`config.mk`:
```
export PLATFORM = sky130hd
export DESIGN_NAME = config_regfile_flat
export DESIGN_NICKNAME = d
export VERILOG_FILES = /design/src/rtl/config_regfile_if.sv /design/src/rtl/config_regfile.sv /design/src/flat_wrapper.sv
export SDC_FILE = /design/constraint.sdc
export NUM_CORES = 2
export LEC_CHECK = 0
export ABC_AREA = 1
export CAP_MARGIN = 20
export CELL_PAD_IN_SITES_DETAIL_PLACEMENT = 1
export CELL_PAD_IN_SITES_GLOBAL_PLACEMENT = 1
export CORE_MARGIN = 4
export CORE_UTILIZATION = 40
export DETAILED_ROUTE_END_ITERATION = 10
export PLACE_DENSITY_LB_ADDON = 0.1
export SYNTH_ARGS = -nofsm -noshare
export SYNTH_HDL_FRONTEND = slang
export SYNTH_SLANG_ARGS = --single-unit
```
`constraint.sdc`:
```
create_clock -name clk -period 32 [get_ports clk]
set_clock_uncertainty 0.1 [all_clocks]
set_input_delay 9.6 -clock clk [delete_from_list [all_inputs] [get_ports clk]]
set_output_delay 9.6 -clock clk [all_outputs]
set_load 0.01 [all_outputs]
```
`src/rtl/config_regfile_if.sv`:
```
// Software-facing port of the configuration register bank: write handshake,
// read strobe and commit/abort control, with the pulses coming back.
interface config_regfile_if #(
  parameter int ADDR_W = 3,
  parameter int DATA_W = 32
);
  logic              wr_valid;
  logic              wr_ready;
  logic [ADDR_W-1:0] wr_addr;
  logic [DATA_W-1:0] wr_data;
  logic              wr_err;

  logic              rd_en;
  logic [ADDR_W-1:0] rd_addr;
  logic              rd_shadow;
  logic [DATA_W-1:0] rd_data;

  logic              commit_req;
  logic              abort_req;
  logic              commit_done;
  logic              commit_err;

  modport master (
    output wr_valid, wr_addr, wr_data,
    output rd_en, rd_addr, rd_shadow,
    output commit_req, abort_req,
    input  wr_ready, wr_err, rd_data, commit_done, commit_err
  );

  modport slave (
    input  wr_valid, wr_addr, wr_data,
    input  rd_en, rd_addr, rd_shadow,
    input  commit_req, abort_req,
    output wr_ready, wr_err, rd_data, commit_done, commit_err
  );
endinterface

```
`src/rtl/config_regfile.sv`:
```
// Shadow/active configuration register bank: software edits the shadow copy,
// a validated commit copies it atomically into the active copy.
module config_regfile #(
  parameter int          DATA_W        = 32,
  parameter int          NUM_REGS      = 8,
  parameter int          ADDR_W        = 3,
  parameter int unsigned DEF_THRESHOLD = 1000,
  parameter int unsigned DEF_RISK_MIN  = 1000,
  parameter int unsigned DEF_RISK_MAX  = 5000,
  parameter int          GEN_W         = 16
) (
  input  logic                       clk,
  input  logic                       reset,
  config_regfile_if.slave            bus,
  output logic [GEN_W-1:0]           cfg_gen_o,
  output logic [DATA_W-1:0]          trading_threshold_o,
  output logic [DATA_W-1:0]          risk_min_o,
  output logic [DATA_W-1:0]          risk_max_o,
  output logic [NUM_REGS*DATA_W-1:0] cfg_flat_o
);

  typedef enum logic [1:0] {
    Idle,
    Check,
    Apply
  } state_e;

  localparam logic [ADDR_W:0] NumRegsW = (ADDR_W+1)'(NUM_REGS);

  state_e            state_q;
  logic              ready_q;
  logic              wrErr_q;
  logic              done_q;
  logic              cmtErr_q;
  logic [GEN_W-1:0]  gen_q;
  logic [DATA_W-1:0] active_q [NUM_REGS];
  logic [DATA_W-1:0] shadow_q [NUM_REGS];
  logic [DATA_W-1:0] shadow_d [NUM_REGS];
  logic [DATA_W-1:0] rdData_q;
  logic [DATA_W-1:0] rdData_d;

  logic wrFire;
  logic wrAddrOk;
  logic abortFire;

  function automatic logic [DATA_W-1:0] resetVal(input int idx);
    case (idx)
      0:       return DATA_W'(DEF_THRESHOLD);
      1:       return DATA_W'(DEF_RISK_MIN);
      2:       return DATA_W'(DEF_RISK_MAX);
      default: return '0;
    endcase
  endfunction

  assign wrFire    = bus.wr_valid & ready_q;
  assign wrAddrOk  = {1'b0, bus.wr_addr} < NumRegsW;
  assign abortFire = (state_q == Idle) & bus.abort_req & ~bus.commit_req;

  // A write in the same cycle as an abort overrides the restored value at its address.
  always_comb begin
    for (int i = 0; i < NUM_REGS; i++) begin
      shadow_d[i] = shadow_q[i];
      if (abortFire) begin
        shadow_d[i] = active_q[i];
      end
      if (wrFire && (bus.wr_addr == ADDR_W'(i))) begin
        shadow_d[i] = bus.wr_data;
      end
    end
  end

  always_ff @(posedge clk or posedge reset) begin
    if (reset) begin
      for (int i = 0; i < NUM_REGS; i++) begin
        shadow_q[i] <= resetVal(i);
      end
    end else begin
      for (int i = 0; i < NUM_REGS; i++) begin
        shadow_q[i] <= shadow_d[i];
      end
    end
  end

  always_comb begin
    rdData_d = rdData_q;
    if (bus.rd_en) begin
      rdData_d = '0;
      for (int i = 0; i < NUM_REGS; i++) begin
        if (bus.rd_addr == ADDR_W'(i)) begin
          rdData_d = bus.rd_shadow ? shadow_q[i] : active_q[i];
        end
      end
    end
  end

  always_ff @(posedge clk or posedge reset) begin
    if (reset) begin
      rdData_q <= '0;
    end else begin
      rdData_q <= rdData_d;
    end
  end

  // The CHECK state sees the shadow after any write accepted alongside commit_req.
  always_ff @(posedge clk or posedge reset) begin
    if (reset) begin
      state_q  <= Idle;
      ready_q  <= 1'b1;
      wrErr_q  <= 1'b0;
      done_q   <= 1'b0;
      cmtErr_q <= 1'b0;
      gen_q    <= '0;
      for (int i = 0; i < NUM_REGS; i++) begin
        active_q[i] <= resetVal(i);
      end
    end else begin
      wrErr_q  <= wrFire & ~wrAddrOk;
      done_q   <= 1'b0;
      cmtErr_q <= 1'b0;
      case (state_q)
        Idle: begin
          if (bus.commit_req) begin
            state_q <= Check;
            ready_q <= 1'b0;
          end
        end
        Check: begin
          if (shadow_q[1] <= shadow_q[2]) begin
            state_q <= Apply;
          end else begin
            state_q  <= Idle;
            ready_q  <= 1'b1;
            cmtErr_q <= 1'b1;
          end
        end
        Apply: begin
          for (int i = 0; i < NUM_REGS; i++) begin
            active_q[i] <= shadow_q[i];
          end
          gen_q   <= gen_q + GEN_W'(1);
          done_q  <= 1'b1;
          state_q <= Idle;
          ready_q <= 1'b1;
        end
        default: begin
          state_q <= Idle;
          ready_q <= 1'b1;
        end
      endcase
    end
  end

  assign bus.wr_ready    = ready_q;
  assign bus.wr_err      = wrErr_q;
  assign bus.rd_data     = rdData_q;
  assign bus.commit_done = done_q;
  assign bus.commit_err  = cmtErr_q;

  assign cfg_gen_o           = gen_q;
  assign trading_threshold_o = active_q[0];
  assign risk_min_o          = active_q[1];
  assign risk_max_o          = active_q[2];

  always_comb begin
    for (int i = 0; i < NUM_REGS; i++) begin
      cfg_flat_o[i*DATA_W +: DATA_W] = active_q[i];
    end
  end

endmodule

```
`src/flat_wrapper.sv`:
```
// flat-port wrapper written by rule: the top's interface ports become plain ports
module config_regfile_flat 
#(
  parameter int          DATA_W        = 32,
  parameter int          NUM_REGS      = 8,
  parameter int          ADDR_W        = 3,
  parameter int unsigned DEF_THRESHOLD = 1000,
  parameter int unsigned DEF_RISK_MIN  = 1000,
  parameter int unsigned DEF_RISK_MAX  = 5000,
  parameter int          GEN_W         = 16
)
  (clk, reset, cfg_gen_o, trading_threshold_o, risk_min_o, risk_max_o, cfg_flat_o, bus_wr_valid, bus_wr_addr, bus_wr_data, bus_rd_en, bus_rd_addr, bus_rd_shadow, bus_commit_req, bus_abort_req, bus_wr_ready, bus_wr_err, bus_rd_data, bus_commit_done, bus_commit_err);
  config_regfile_if #(.ADDR_W(ADDR_W), .DATA_W(DATA_W)) bus_i ();
  input  logic clk;
  input  logic reset;
  output logic [GEN_W-1:0] cfg_gen_o;
  output logic [DATA_W-1:0] trading_threshold_o;
  output logic [DATA_W-1:0] risk_min_o;
  output logic [DATA_W-1:0] risk_max_o;
  output logic [NUM_REGS*DATA_W-1:0] cfg_flat_o;
  input wire logic [$bits(bus_i.wr_valid)-1:0] bus_wr_valid;
  input wire logic [$bits(bus_i.wr_addr)-1:0] bus_wr_addr;
  input wire logic [$bits(bus_i.wr_data)-1:0] bus_wr_data;
  input wire logic [$bits(bus_i.rd_en)-1:0] bus_rd_en;
  input wire logic [$bits(bus_i.rd_addr)-1:0] bus_rd_addr;
  input wire logic [$bits(bus_i.rd_shadow)-1:0] bus_rd_shadow;
  input wire logic [$bits(bus_i.commit_req)-1:0] bus_commit_req;
  input wire logic [$bits(bus_i.abort_req)-1:0] bus_abort_req;
  output wire logic [$bits(bus_i.wr_ready)-1:0] bus_wr_ready;
  output wire logic [$bits(bus_i.wr_err)-1:0] bus_wr_err;
  output wire logic [$bits(bus_i.rd_data)-1:0] bus_rd_data;
  output wire logic [$bits(bus_i.commit_done)-1:0] bus_commit_done;
  output wire logic [$bits(bus_i.commit_err)-1:0] bus_commit_err;
  assign bus_i.wr_valid = bus_wr_valid;
  assign bus_i.wr_addr = bus_wr_addr;
  assign bus_i.wr_data = bus_wr_data;
  assign bus_i.rd_en = bus_rd_en;
  assign bus_i.rd_addr = bus_rd_addr;
  assign bus_i.rd_shadow = bus_rd_shadow;
  assign bus_i.commit_req = bus_commit_req;
  assign bus_i.abort_req = bus_abort_req;
  assign bus_wr_ready = bus_i.wr_ready;
  assign bus_wr_err = bus_i.wr_err;
  assign bus_rd_data = bus_i.rd_data;
  assign bus_commit_done = bus_i.commit_done;
  assign bus_commit_err = bus_i.commit_err;
  config_regfile #(.DATA_W(DATA_W), .NUM_REGS(NUM_REGS), .ADDR_W(ADDR_W), .DEF_THRESHOLD(DEF_THRESHOLD), .DEF_RISK_MIN(DEF_RISK_MIN), .DEF_RISK_MAX(DEF_RISK_MAX), .GEN_W(GEN_W)) u_core (.clk(clk), .reset(reset), .bus(bus_i), .cfg_gen_o(cfg_gen_o), .trading_threshold_o(trading_threshold_o), .risk_min_o(risk_min_o), .risk_max_o(risk_max_o), .cfg_flat_o(cfg_flat_o));
endmodule
```
* Word-level counts from Yosys, hierarchy flattened
Cells that the tools add are included.
** Storage, ports and cells
- Input bits :: 45
- Logic and storage cells :: 107
- Output and inout bits :: 404
- Register bits :: 565
** Cells by class
- Equality and inequality tests :: 18
- Add/sub/neg operators :: 1
- Bitwise logic cells :: 4
- Order comparisons :: 1
- Muxes and demuxes :: 41
- Reductions and logical operators :: 20
** Operators with widths (count)
- $mux 32 :: 32
- $le 32x32->1 :: 1
- $eq 3x3->1 const B :: 8
- $add 16x1->16 const B :: 1
- $reduce_bool 2->1 :: 8
- $eq 3x2->1 const B :: 4
- $logic_and 1x1->1 :: 8
- $eq 3x1->1 const B :: 2
- $logic_not 3->1 :: 2
- $mux 1 :: 5
- $mux 2 :: 2
- $ne 2x2->1 const B :: 2
- $pmux 2 s2 :: 1
- $and 1x1->1 :: 3
- $eq 2x1->1 const B :: 1
- $eq 2x2->1 const B :: 1
- $logic_not 2->1 :: 1
- $pmux 1 s2 :: 1
- $reduce_and 2->1 :: 1
- $not 1->1 :: 1

* Depth between registers and ports, before layout
- Depth after elaboration :: 9
- Depth in mapped cells :: 17
- Gate-level depth less buffers :: 17

* Least setup slack after synthesis
No wires, ideal clock.
- Path kind :: input to register
- Start :: in bus_rd_shadow
- End :: reg u_core.rdData_q[10], in the netlist u_core.bus.rd_data[10]
- Arrival time :: 10.736 ns
- Setup slack :: 21.047 ns
- Buffers on the path :: 3
- Cell stages on the path :: 11
- Data required time :: 31.783 ns
- Setup time :: 0.117 ns
- Cell sequence :: buf_2 inv_2 buf_2 clkbuf_1 o21ai_0 nand2_1 nand3_1 nor3_1 nand4_1 nand2_1 nand2_1
** Between the ends
- Word-level cells in the longest chain between the ends :: 9
- Elaborated cells between the ends (all ways) :: 16
- Those cells by class :: 16 x mux
** Ends and longest elaborated chain
- from (decl) :: RTL line flat_wrapper.sv:26 : input wire logic [$bits(bus_i.rd_shadow)-1:0] bus_rd_shadow;
- $mux 32 :: RTL line config_regfile.sv:90 : rdData_d = bus.rd_shadow ? shadow_q[i] : active_q[i];
- $mux 32 (7 in series) :: RTL line config_regfile.sv:89 : if (bus.rd_addr == ADDR_W'(i)) begin
- $mux 32 (*) :: RTL line config_regfile.sv:89
- to (signal assigned) :: RTL line config_regfile.sv:100 : rdData_q <= rdData_d;
- to (decl) :: RTL line config_regfile.sv:39 : logic [DATA_W-1:0] rdData_q;
Mark *: on every way between the ends. The rest lies on a longest branch, timed or not.
A chain may end at the register's enable or synchronous reset.

==> reports/qor.yml <==
clock_network:
  post_cts_buffers: 0
  cts_tree: "done"
  root_buffer: "clkbuf_16"
  clock_sinks: 565
  h-tree-depth: 3
  clkLatencyLatePin_ns: 0.62
  cts_resized: 0
  path_clk_slew_ns: 0.06
  cts-buffers-inserted: 68
  cts_hold_buffers: 0
  clk_path_buf_depth: 3
finish:
  most-common-layout-cells: "nand2_1 (928), o21ai_0 (561), dfrtp_1 (530), clkdlybuf4s50_1 (446), inv_1 (317)"
  num-nets-final: 3763
  fin_cells: 4679
  area_delta_synth_final_pct: 23.9
  fin_util: 0.501
  final_common_cell: "nand2_1"
  drive_gt1_frac: 0.0575
sta:
  rsz0062_at_grt: "false"
  setup_slack_ns: 19.20
  tightestPinTransition_ns: 1.17
  hold_viol_final: 0
  min_period_ns: 12.80
  final.period_utilization: 0.400
  tns_ns: 0
  slew_viol_final: 0
  slew_headroom: 0.221
  setup-violations-final: 0
  fmax_ghz: 0.0781
grt:
  grt_usage: 0.303
  grt_antenna_before_repair: 3
  grt-ovfl-total: 0
  grt_pass1_vias: 28600
  grt_pass1_wl_um: 177000
  grt_start_max_net_pins: 248
setup_path:
  cpMostUsedCell: "buf_4"
  cp_data_arrival_time_ns: 13.44
  slowest_stage: "buf_4"
  cp.required_ns: 32.64
  worstSetupPathType: "primary input to asynchronous set/reset pin"
  crit_chain: "clkdlybuf4s50_1 -> inv_8 -> buf_12 -> buf_4 -> buf_4 -> buf_16"
  cpPeakStageDelay_ns: 0.84
  critPathLaunchType: "primary input"
  cp-end-kind: "asynchronous set/reset pin"
  crit_fanout: 161
floorplanning:
  ios: 449
  core_area_sq_mm: 0.0703
  fp.dieW_um: 275
  die_area_sq_mm: 0.0754
  start_util: 0.404
  core.rowCount: 97
  die_h_um: 275
pwr:
  power_switching_mw: 1.43
  powerDensity_mw_per_mm2: 102
  pwr-share-comb: 0.394
  p_total_mw: 3.59
  pwr-share-clk: 0.223
  ir_drop_uv: 49.9
  p_int_mw: 2.16
  seqPwrFrac: 0.383
  switching_share: 0.398
  leakage_nw: 15.1
flow_run:
  drv_cap: 0
yosys:
  ys_seq_area_frac: 0.499
  synthesis.area_sq_mm: 0.0284
  synthCells: 3466
  syn_nets: 3544
  synth_area_per_cell_sq_um: 8.20
  synth-simple-area-share: 0.180
  synth_compound_area_frac: 0.198
  synthMuxAreaShare: 0
  synth_top_family_by_area: "compound AO/OA/AOI/OAI gates"
  synth_seq_cells: 565
  yosysWarnings: 0
  synthXorXnorAreaFrac: 0.00431
  yosys.area_share.adder: 0.0145
  synth.distinct_cells: 30
routing:
  vias_per_cell: 5.78
  postRouteAntennaNets: 0
  avgRoutedWirePerCell_um: 24.8
  initialDrtViolationCount: 2089
  drcViolationCount: 0
  drt-total-wl_um: 116000
  vias: 27000
  dr.pass1.iters: 5
min_path:
  min-delay-path-class: "register to register"
placed_design:
  numPortBuffers: 447
  dp.cells: 4552
  place_congestion: 0.869
  pre_cts_slack_ns: 18.20
  hpwl_um: 76200
status:
  outcome: "complete, no violations"
==> critical path, delay by kind of cell <==
| family | cells | cell delay (ns) |
|---|---|---|
| buf+inv | 6 | 3.19 |
==> routing by layer <==
layer	track usage	share of wire	vias up
li1	-	-	12000
met4	0.127	0.043	0
met2	0.513	0.49	822
met3	0.0469	0.055	195
met1	0.388	0.42	14000
met5	0	0	-
==> cell type report <==
type | instances | area, sq um
Clock buffer | 102 | 2010
Fill cell | 8200 | 35100
Tap cell | 940 | 1180
Clock inverter | 19 | 265
Antenna cell | 3 | 7.51
Multi-Input combinational cell | 2234 | 11500
Inverter | 325 | 1230
Timing Repair Buffer | 491 | 4890
Sequential cell | 565 | 14200
==> Yosys cell counts (all sizes together) <==
cell	instances	area share
o21ai	572	0.10
a21oi	22	0.0039
conb	1	0.00013
buf	171	0.038
dfrtp	530	0.47
o21a	2	0.00053
a21o	3	0.00079
nand2	929	0.12
dfstp	35	0.032
xnor2	6	0.0018
o211ai	192	0.051
nand4	37	0.0081
ha	33	0.015
nor4	1	0.00022
clkbuf	171	0.023
nor2	88	0.012
xor2	8	0.0025
nand3	42	0.0074
nor3	163	0.030
a221oi	128	0.039
inv	325	0.043
a211oi	7	0.0018
==> path summary, 6_finish.rpt <==
kind / from / to / slack [ns] / depth (start not counted)
max: reset / u_core.shadow_q[77] / 19.20 / 6
max in group clk: bus_rd_shadow / u_core.bus.rd_data[8] / 19.71 / 10
min: u_core.bus.rd_data[1] / u_core.bus.rd_data[1] / 0.38 / 2
min reg2reg: u_core.bus.rd_data[1] / u_core.bus.rd_data[1] / 0.38 / 2
max reg2reg: u_core.state_q[1] / u_core.risk_min_o[15] / 28.45 / 4
min in group asynchronous: reset / u_core.risk_max_o[30] / 9.41 / 2
==> cell families (layout without fill, tap and decap cells) <==
group / Yosys count / in the layout
and+or+nand+nor: 1260 / 1260
DFF: 565 / 565
AOI/OAI and AO/OA: 926 / 926
adders and majority gates: 33 / 33
xor gates and xnor gates: 14 / 14
buffers and inverters: 667 / 937
other: 1 / 4
==> flip-flops by register name, summed over array words and instances, names as in the netlist <==
name and flops:
u_core.bus.commit_done 1, u_core.shadow_q 256, u_core.bus.rd_data 32, u_core.cfg_flat_o 160
u_core.risk_max_o 32, u_core.state_q 2, u_core.bus.wr_ready 1, u_core.cfg_gen_o 16
u_core.risk_min_o 32, u_core.trading_threshold_o 32, u_core.bus.commit_err 1
==> power by group through the flow <==
stage                     combinational [mW]  sequential, mW  clock (mW)
after global placement                  1.34            1.36           0
after CTS                               1.42            1.37       0.813
after global routing                    1.56            1.41       0.842
after detailed placement                1.41            1.38           0
after floorplan                        0.707            1.33           0
final                                   1.42            1.38       0.800
==> metrics by stage <==
stage	cell area (sq um)	hold slack (ns)
CTS	35100	0.384
detailed placement	32900	0.369
floorplan	28400	0.350
global placement	32900	0.367
finish	35200	0.385
global route	35200	0.418
Power figures use the tool's default switching activity.
